<file path="config.mk">
export PLATFORM = sky130hd
export DESIGN_NAME = ninjakun_chr_arb
export DESIGN_NICKNAME = d
export VERILOG_FILES = /design/src/rtl/ninjakun_chr_arb_pkg.sv /design/src/rtl/ninjakun_chr_arb_rr3.sv /design/src/rtl/ninjakun_chr_arb.sv
export SDC_FILE = /design/constraint.sdc
export NUM_CORES = 1
export LEC_CHECK = 0
export ABC_AREA = 1
export BUFFER_PORTS_ARGS = -buffer_cell sky130_fd_sc_hd__buf_2
export CAP_MARGIN = 20
export CORE_MARGIN = 2
export CORE_UTILIZATION = 50
export DETAILED_ROUTE_END_ITERATION = 12
export PLACE_DENSITY_LB_ADDON = 0.1
export SLEW_MARGIN = 20
export SYNTH_ARGS = -nofsm -noshare
export SYNTH_HDL_FRONTEND = slang
export SYNTH_SLANG_ARGS = --single-unit
</file>
<file path="constraint.sdc">
create_clock -name VCLKx4 -period 2.04 [get_ports VCLKx4]
set_input_delay 0.102 -clock VCLKx4 [delete_from_list [all_inputs] [get_ports VCLKx4]]
set_output_delay 0.102 -clock VCLKx4 [all_outputs]
set_load 0.005 [all_outputs]
</file>
<file path="src/rtl/ninjakun_chr_arb_pkg.sv">
// rtl/ninjakun_chr_arb_pkg.sv - shared source codes, FSM states and defaults for the CHR ROM arbiter
package ninjakun_chr_arb_pkg;

    localparam int AW_DEF  = 13;
    localparam int TMO_DEF = 64;

    typedef enum logic [1:0] {
        SRC_FG = 2'd0,
        SRC_BG = 2'd1,
        SRC_SP = 2'd2
    } src_t;

    typedef enum logic [1:0] {
        ST_IDLE    = 2'd0,
        ST_ISSUE   = 2'd1,
        ST_WAIT    = 2'd2,
        ST_DELIVER = 2'd3
    } state_t;

endpackage

</file>
<file path="src/rtl/ninjakun_chr_arb_rr3.sv">
// rtl/ninjakun_chr_arb_rr3.sv - combinational 3-way round-robin picker
module chr_rr3
    import ninjakun_chr_arb_pkg::*;
(
    input  logic [2:0] req,
    input  logic [1:0] last,
    output logic [1:0] grant,
    output logic       valid
);

    // Search starts just after the last-granted source; an unused code 3 behaves like SP.
    always_comb begin
        grant = SRC_FG;
        valid = |req;
        case (last)
            SRC_FG: begin
                if (req[SRC_BG])      grant = SRC_BG;
                else if (req[SRC_SP]) grant = SRC_SP;
                else                  grant = SRC_FG;
            end
            SRC_BG: begin
                if (req[SRC_SP])      grant = SRC_SP;
                else if (req[SRC_FG]) grant = SRC_FG;
                else                  grant = SRC_BG;
            end
            default: begin
                if (req[SRC_FG])      grant = SRC_FG;
                else if (req[SRC_BG]) grant = SRC_BG;
                else                  grant = SRC_SP;
            end
        endcase
    end

endmodule

</file>
<file path="src/rtl/ninjakun_chr_arb.sv">
// rtl/ninjakun_chr_arb.sv - shares one 32-bit graphics ROM port between FG, BG and sprite fetchers
module ninjakun_chr_arb
    import ninjakun_chr_arb_pkg::*;
#(
    parameter int AW  = AW_DEF,
    parameter int TMO = TMO_DEF
)(
    input  logic          VCLKx4,
    input  logic          RESET,

    input  logic          FGREQ,
    input  logic [AW-1:0] FGAD,
    output logic [31:0]   FGDT,
    output logic          FGFT,

    input  logic          BGREQ,
    input  logic [AW-1:0] BGAD,
    output logic [31:0]   BGDT,
    output logic          BGFT,

    input  logic          SPREQ,
    input  logic [AW-1:0] SPCAD,
    output logic [31:0]   SPCDT,
    output logic          SPCFT,

    output logic [AW+1:0] ROMAD,
    output logic          ROMRQ,
    input  logic          ROMACK,
    input  logic [31:0]   ROMDT,
    output logic          ROMERR
);

    localparam int CW = $clog2(TMO + 1);

    state_t        state;
    src_t          gnt;
    logic [1:0]    last;
    logic [CW-1:0] cnt;

    logic [1:0]    pick;
    logic          pick_valid;
    logic [AW-1:0] pick_addr;
    logic          timeout;
    logic [31:0]   wdata;

    chr_rr3 u_rr3 (
        .req   ({SPREQ, BGREQ, FGREQ}),
        .last  (last),
        .grant (pick),
        .valid (pick_valid)
    );

    always_comb begin
        pick_addr = FGAD;
        case (pick)
            SRC_BG:  pick_addr = BGAD;
            SRC_SP:  pick_addr = SPCAD;
            default: pick_addr = FGAD;
        endcase
    end

    assign timeout = (cnt == CW'(TMO - 1));
    // An abandoned fetch delivers zero so the fetcher never sees stale data.
    assign wdata   = ROMACK ? ROMDT : 32'd0;

    always_ff @(posedge VCLKx4) begin
        if (RESET) begin
            state  <= ST_IDLE;
            gnt    <= SRC_FG;
            last   <= SRC_SP;
            cnt    <= '0;
            FGDT   <= '0;
            BGDT   <= '0;
            SPCDT  <= '0;
            FGFT   <= 1'b0;
            BGFT   <= 1'b0;
            SPCFT  <= 1'b0;
            ROMAD  <= '0;
            ROMRQ  <= 1'b0;
            ROMERR <= 1'b0;
        end else begin
            FGFT  <= 1'b0;
            BGFT  <= 1'b0;
            SPCFT <= 1'b0;
            case (state)
                ST_IDLE: begin
                    if (pick_valid) begin
                        gnt   <= src_t'(pick);
                        ROMAD <= {pick, pick_addr};
                        ROMRQ <= 1'b1;
                        state <= ST_ISSUE;
                    end
                end
                ST_ISSUE: begin
                    cnt   <= '0;
                    state <= ST_WAIT;
                end
                ST_WAIT: begin
                    if (ROMACK || timeout) begin
                        ROMRQ <= 1'b0;
                        if (!ROMACK)
                            ROMERR <= 1'b1;
                        // Strobe is registered here so it is high during DELIVER.
                        case (gnt)
                            SRC_BG: begin
                                BGDT <= wdata;
                                BGFT <= 1'b1;
                            end
                            SRC_SP: begin
                                SPCDT <= wdata;
                                SPCFT <= 1'b1;
                            end
                            default: begin
                                FGDT <= wdata;
                                FGFT <= 1'b1;
                            end
                        endcase
                        state <= ST_DELIVER;
                    end else begin
                        cnt <= cnt + 1'b1;
                    end
                end
                ST_DELIVER: begin
                    last  <= gnt;
                    state <= ST_IDLE;
                end
                default: state <= ST_IDLE;
            endcase
        end
    end

endmodule

</file>
* Word level (Yosys, flattened, before mapping) *
Cells that the tools add are included.

word-level totals
  bits in registers = 129
  RAM bits = 0
  memories = 0
  bits in latches = 0
  ROM bits = 0
  logic and storage cells = 66

operators by class
  $lt $le $gt $ge = 0
  multiply operators = 0
  divide/modulo/power cells = 0
  shifts and indexed selects = 0
  add/subtract/negate cells = 1
  multiplexer cells = 20
  equal/unequal tests = 12
  reductions and logical operators = 16
  bitwise operators = 4

operators by type and width
  kind                 count
  $mux 32              1
  $pmux 13 s2          1
  $reduce_and 3->1     5
  $mux 2               7
  $pmux 7 s2           1
  $eq 2x1->1 const B   4
  $eq 2x2->1 const B   4
  $pmux 2 s4           1
  $add 7x1->7 const B  1
  $eq 7x6->1 const B   1
  $mux 7               1
  $mux 1               6
  $ne 2x2->1 const B   3
  $reduce_and 2->1     3
  $reduce_or 3->1      2
  $logic_not 2->1      2
  $not 1->1            4
  $pmux 2 s2           1
  $reduce_bool 2->1    2
  $pmux 1 s2           1
  $reduce_or 2->1      1
  $logic_or 1x1->1     1

* Longest topological paths before layout *
Gate-level depths: netlist (run 1).

  word-level depth = 5
  gate-level depth with buffers = 11
  depth with buffers taken out = 9

* Modules after synthesis *
Synthesis (run 1) repeated with hierarchy kept, for this count alone.

unflattened totals
  cell total of the unflattened synthesis = 948
  area total of the unflattened synthesis = 6,162.2 um2

modules (own cells, without submodules)
  module            area an instance (um2)  instances  sequential area each (um2)  cells an instance
  ninjakun_chr_arb  6,095.8                 1          2,542.4                     932
  chr_rr3           66.3                    1          0.0                         16

* Worst setup path before layout (run 1) *
Ideal clock, no wire load.

  path type = reg2reg
  start point = register last[1]
  end point = register ROMAD[3]
  arrival time = 1,640 ps
  path slack = 330 ps
  required time = 1,970 ps
  buffers on the path = 1
  cell stages (with the launch flop) = 10
  path through = dfxtp_1 -> inv_1 -> o21a_1 -> o21ai_0 -> inv_1 -> ha_1 -> inv_1 -> clkbuf_1 -> nand2_1 -> a21oi_1

between the ends
  longest elaborated chain between the ends = 4

ends and longest elaborated chain
  item                                                  RTL line                    RTL
  start, declared                                       ninjakun_chr_arb.sv:37      logic [1:0] last;
  start signal, assigned                                ninjakun_chr_arb.sv:124     last <= gnt;
  $eq 2x1->1 / $logic_not 2->1 (equally long branches)  ninjakun_chr_arb_rr3.sv:15  case (last)
  $pmux 2 s2 *                                          ninjakun_chr_arb_rr3.sv:15
  named net pick[1]                                     ninjakun_chr_arb.sv:40      logic [1:0] pick;
  $eq 2x2->1 / $eq 2x1->1 (equally long branches)       ninjakun_chr_arb.sv:55      case (pick)
  $pmux 13 s2 *                                         ninjakun_chr_arb.sv:55
  end signal, assigned                                  ninjakun_chr_arb.sv:89      ROMAD <= {pick, pick_addr};
  end, declared                                         ninjakun_chr_arb.sv:26      output logic [AW+1:0] ROMAD,

The timed path passes the listed nets; every way through them passes the cells marked *.
A chain may end at the register's enable or synchronous reset.

* Worst setup path after layout (run 1) *
  start point = register last[1]
  end point = register ROMAD[8]

Same word-level chain as after synthesis.

==> flow_metrics.tcl, run 1 <==
set metrics [dict create \
    synth_top_cell_by_area "dfxtp_1" \
    critPathKind "reg2reg" \
    finalSetupViolCount 0 \
    clock_path_buffers 2 \
    r2r_end "ROMAD[8]" \
    ant_nets 0 \
    worstSetupEndpointType "flip-flop" \
    post-route-min-period_ps 1800 \
    wl_um 15300 \
    worstMarginPinSlew_ps 431 \
    p_per_area_nw_per_um2 1080 \
    cts-htree-levels 4 \
    diodes 0 \
    vias_per_cell 4.67 \
    drive_gt1_share_pct 22.3 \
    syn_inst 907 \
    arrival_ps 2150 \
    leakagePower_nw 4.59 \
    yosys_warnings 0 \
    postCtsResizedCells 0 \
    period_share_pct 88.3 \
    vias 5856 \
    final_cells 1255 \
    place.detailed.hpwl_um 10100 \
    ys_ff_latch 127 \
    dpl_cell_area_um2 6930 \
    endpoint "ROMAD[8]" \
    grt_first_pass_wirelength_um 25100 \
    p_switching_mw 2.59 \
    crit_path_start_kind "flip-flop" \
    drc_errors 0 \
    outcome "completed" \
    synth.distinct_cells 20 \
    place.gp.congestion 0.836 \
    drt_pass1_iterations 5 \
    clock.fmax_ghz 0.555 \
    syn_nets 993 \
    fp.dieH_um 112 \
    r2r_setup_slack_ps 240 \
    fin_setup_tns_ps 0 \
    rsz0062_at_grt "false" \
    numCtsBuffers 17 \
    finalHoldViolations 0 \
    die_w_um 112 \
    die_area_um2 12500 \
    cts_num_sinks 127 \
    synth.area.top_cells "dfxtp_1 44%, nand2_1 17%, nor2_1 12%" \
    synth_common_cells "258 x nand2_1, 187 x nor2_1, 157 x inv_1" \
    fin_nets 1185 \
    cap_violations 0 \
    r2r-start "last[1]" \
    p_clk_share_pct 38.9 \
    p_int_mw 5.71 \
    num_rows 39 \
    yosysMostFrequentCell "nand2_1" \
    ys_seq_area_share_pct 43.6 \
    n_fill_cell 1005 \
    hp-class "in2reg" \
    track_usage_pct 24.5 \
    critPathRequiredTime_ps 2380 \
    io_buffers 192 \
    avgRoutedWirePerCell_um 12.2 \
    antenna_found_initial 0 \
    dp_cells 1210 \
    grt_max_degree 68 \
    clk_latency_ps 410 \
    start_util_pct 51.0 \
    core_um2 11400 \
    clk_pin_slew_ps 60 \
    vdd_drop_max_uv 886 \
    slew_viol_final 0 \
    syn_avg_cell_area_um2 6.43 \
    grt_pass1_vias 5434 \
    clockRootBuffer "clkbuf_16" \
    grt_overflow 0 \
    synth.top_cell.area_share_pct 43.6 \
    worstSetupStartpoint "last[1]" \
    p_comb_share_pct 24.7 \
    synth-async-reset-ratio_pct 0 \
    synth_ff_type "dfxtp_1" \
    share_seq_of_total_power_pct 36.4 \
    synth_edf_count 0 \
    cts_tree "yes" \
    areaGrowthSynthToFinish_pct 31.9 \
    stdcell_area_um2 7690 \
    cp_max_fo 13 \
    synth_area_um2 5830 \
    maxSlewHeadroom_pct 71.2 \
    fin_skew_ps 9.27 \
    worstRegToRegCells 8 \
    final_util_pct 67.3 \
    sw_frac_of_total_pct 31.2 \
    drt_iter0_markers 385 \
    io_pins 193 \
]
## cell families (layout without fill, tap and decap cells)
kind of cell | Yosys count | in the layout | synth area share [%]
flip-flops | 127 | 127 | 43.6
adder cells (fa/ha/maj) | 9 | 9 | 1.93
AND/OR/NAND/NOR | 482 | 482 | 32.7
AO/OA/AOI/OAI | 79 | 79 | 7.71
buffers and inverters | 210 | 415 | 14.1
## flip-flops by register name, indices dropped and copies added (netlist names), 2 cells and up
register and flops:
BGDT 32, FGDT 32, SPCDT 32, ROMAD 15, cnt 7, last 2
state 2
## critical path, cell delays in order, from the launching register on
cell     delay, ps
dfxtp_1        370
inv_1           80
o21a_1         180
o21ai_0        140
inv_1           80
ha_1           290
inv_1          320
nand2_1        120
a21oi_1        150
## power by group through the flow
stage | combinational [mW] | clock (mW) | sequential (mW)
floorplan | 1.24 | 0 | 3.08
global placement | 1.99 | 0 | 3.06
detailed placement | 2.00 | 0 | 3.06
CTS | 2.04 | 3.26 | 3.02
global route | 2.33 | 3.37 | 3.06
finish | 2.05 | 3.23 | 3.02
## timing repair
item | in CTS | in global routing
buffers inserted | 0 | 0
hold buffers | 13 | 0
setup endpoints to repair | 0 | 0
endpoints found under the hold margin | 13 | 0
## how the worst min path moves through the flow
stage,slack [ps],from,cells after the start,endpoint
CTS,2,RESET,2,BGFT
global placement,370,FGAD[6],3,ROMAD[6]
global route,30,RESET,2,state[0]
floorplan,280,FGAD[6],2,ROMAD[6]
detailed placement,380,FGAD[6],3,ROMAD[6]
finish,20,RESET,2,BGFT
## cell type report
type	count	area, um^2	share of cell area [%]
inverter	164	617	8.03
clock buffer	19	443	5.76
tap	143	179	2.33
timing repair buffer	219	1250	16.2
multi-input combinational	570	2470	32.2
sequential	127	2540	33.1
clock inverter	13	188	2.44
## metrics by stage
| stage | hold slack [ps] | worst slack, ps | power [mW] |
|---|---|---|---|
| final | 15.5 | 239 | 8.30 |
| after global routing | 25.6 | 39.5 | 8.77 |
| after CTS | 2.08 | 243 | 8.32 |
| after detailed placement | 384 | 262 | 5.06 |
| after global placement | 372 | 293 | 5.05 |
| after floorplan | 278 | 330 | 4.32 |
## cell usage in the layout, fill, tap and decap left out, types with 2 or more instances in the layout
cell,synthesis,routed
a21oi_1,40,40
a22o_1,13,13
buf_12,0,4
buf_2,18,192
buf_4,0,10
bufinv_16,0,4
clkbuf_16,0,17
clkinv_2,0,3
clkinv_4,0,3
clkinvlp_4,0,3
dfxtp_1,127,127
dlygate4sd3_1,0,13
ha_1,9,9
inv_1,157,157
inv_2,7,6
nand2_1,258,258
nand3_1,15,14
nand3_4,2,2
nand4_1,18,18
nor2_1,187,187
o21a_1,2,2
o21ai_0,24,24
## per-layer routing
layer  vias up  wire length [um]  GRT usage [%]  part of all wire (%)
met3        18              1250           7.51                   8.2
met1      2534              6870           31.1                    45
li1       3074                 -              -                     -
met2       230              6890           39.8                    45
met5         -                 0              0                     0
met4         0               263           8.37                   1.7
(Power assumes the default switching activity.)
==> run 2, diff against run 1 <==
Settings changed: SYNTH_HIERARCHICAL from default to 1.
==> flow_metrics.tcl, run 2 <==
set metrics [dict create \
    reg_top3 "BGDT x32, FGDT x32, SPCDT x32" \
    die_area_um2 13200 \
    yosys_warnings 6 \
    start_util_pct 51.3 \
    finalHoldViolations 0 \
    ant_nets 0 \
    fp.dieH_um 115 \
    cts-htree-levels 4 \
    grt_first_pass_wirelength_um 26300 \
    cts_setup_buffers 0 \
    syn_avg_cell_area_um2 6.50 \
    rsz0062_at_grt "false" \
    final_common_cell "nand2_1" \
    syn_nets 1034 \
    worstMarginPinSlew_ps 888 \
    final_cells 1293 \
    drt_pass1_iterations 4 \
    antenna_found_initial 0 \
    critPathKind "reg2reg" \
    setup_ws_ps 277 \
    drc_errors 0 \
    clock_path_buffers 2 \
    synth_top_family_by_area "simple AND/OR/NAND/NOR gates" \
    synth_ff_type "dfxtp_1" \
    synth_area_um2 6160 \
    num_rows 40 \
    grt_overflow 0 \
    synth.top_cell.area_share_pct 41.3 \
    period_share_pct 86.4 \
    clk_pin_slew_ps 50 \
    cp_max_fo 45 \
    cts_num_sinks 127 \
    maxSlewHeadroom_pct 40.8 \
    layout_common_cells "263 x nand2_1, 192 x buf_2, 188 x inv_1, 148 x nor2_1, 127 x dfxtp_1" \
    fin_setup_tns_ps 0 \
    vias 6127 \
    p_per_area_nw_per_um2 1030 \
    sw_frac_of_total_pct 33.3 \
    wl_um 16400 \
    vias_per_cell 4.74 \
    critPathRequiredTime_ps 2350 \
    outcome "completed" \
    areaGrowthSynthToFinish_pct 27.2 \
    cap_violations 0 \
    grt_max_degree 90 \
    grt_pass1_vias 5561 \
    post-route-min-period_ps 1760 \
    drt_iter0_markers 455 \
    slew_viol_final 0 \
    place.detailed.hpwl_um 11000 \
    hold_buffers 13 \
    io_pins 193 \
    synth-simple-area-share_pct 33.6 \
    syn_inst 948 \
    p_int_mw 5.40 \
    synth-async-reset-ratio_pct 0 \
    synth.distinct_cells 24 \
    synth.area.top_cells "dfxtp_1 41%, nand2_1 16%, inv_1 12%" \
    clock.fmax_ghz 0.567 \
    ys_ff_latch 127 \
    synth_adder_area_share_pct 1.83 \
    synth_common_cells "263 x nand2_1, 189 x inv_1, 148 x nor2_1" \
    stdcell_area_um2 7840 \
    core_um2 12000 \
    p_clk_share_pct 34.4 \
    clockRootBuffer "clkbuf_16" \
    ys_seq_area_share_pct 41.3 \
    place.gp.congestion 0.813 \
    dp_cells 1248 \
    io_buffers 192 \
    cts_tree "yes" \
    dpl_worst_slack_ps 292 \
    p_switching_mw 2.69 \
    share_seq_of_total_power_pct 37.2 \
    whs_ps 22.8 \
    die_w_um 115 \
    clk_latency_ps 410 \
    muxShareOfSynthArea_pct 0 \
    finalSetupViolCount 0 \
    synth_top_cell_by_area "dfxtp_1" \
    arrival_ps 2070 \
    hp-class "in2reg" \
    finalPower_mw 8.09 \
    diodes 0 \
    final_util_pct 65.3 \
    worstSetupEndpointType "flip-flop" \
    yosysMostFrequentCell "nand2_1" \
    drive_gt1_share_pct 21.6 \
    vdd_drop_max_uv 550 \
    postCtsResizedCells 0 \
    synth_xor_area_share_pct 0 \
    synth_edf_count 0 \
    dpl_cell_area_um2 7160 \
    p_comb_share_pct 28.4 \
    fin_nets 1219 \
    leakagePower_nw 4.37 \
    track_usage_pct 25.4 \
    synth-compound-area-share_pct 6.96 \
    fin_skew_ps 7.45 \
    crit_path_start_kind "flip-flop" \
    avgRoutedWirePerCell_um 12.6 \
    numCtsBuffers 17 \
]
run 2: final timing paths:
path / startpoint / endpoint / slack, ps / cells past startpoint
setup / recovery: cnt[0] / FGDT[9] / 280 / 10
hold / removal: RESET / SPCFT / 20 / 2
setup reg to reg: cnt[0] / FGDT[9] / 280 / 10
hold reg to reg: cnt[6] / cnt[6] / 450 / 2
run 2: critical path: stages (launching register included):
cell	delay, ps
dfxtp_1	320
ha_1	220
nand2_2	120
nor2_4	50
nand2_2	100
nand2_4	110
nand3_4	60
buf_4	430
nand2_1	110
nand2_1	80
nor2_1	50
run 2: layer usage:
metal / vias to the layer above / share of wire, % / routed length [um] / track usage, %
met5: - / 0 / 0 / 0
met4: 0 / 2.4 / 395 / 10.9
met3: 29 / 8.9 / 1450 / 8.17
met2: 218 / 47 / 7650 / 42.5
met1: 2652 / 42 / 6860 / 29.9
li1: 3228 / - / - / -
run 2: logic make-up after synthesis:
kind of cell | Yosys count
simple gates | 491
fa+ha+maj | 9
buf+inv | 246
flops | 127
compound gates | 75
run 2: power groups by stage:
stage / combinational (mW) / sequential [mW] / clock [mW]
global placement: 2.24 / 3.06 / 0
finish: 2.29 / 3.01 / 2.78
global route: 2.60 / 3.05 / 2.95
floorplan: 1.48 / 3.07 / 0
detailed placement: 2.26 / 3.06 / 0
CTS: 2.30 / 3.02 / 2.83
run 2: cell type report:
| cell class | count | area (um^2) |
|---|---|---|
| timing repair buffer | 221 | 1220 |
| multi-input combinational | 575 | 2620 |
| fill | 1160 | 4170 |
| sequential | 127 | 2540 |
| tap | 147 | 184 |
| inverter | 191 | 718 |
| clock buffer | 28 | 527 |
| clock inverter | 4 | 25.0 |
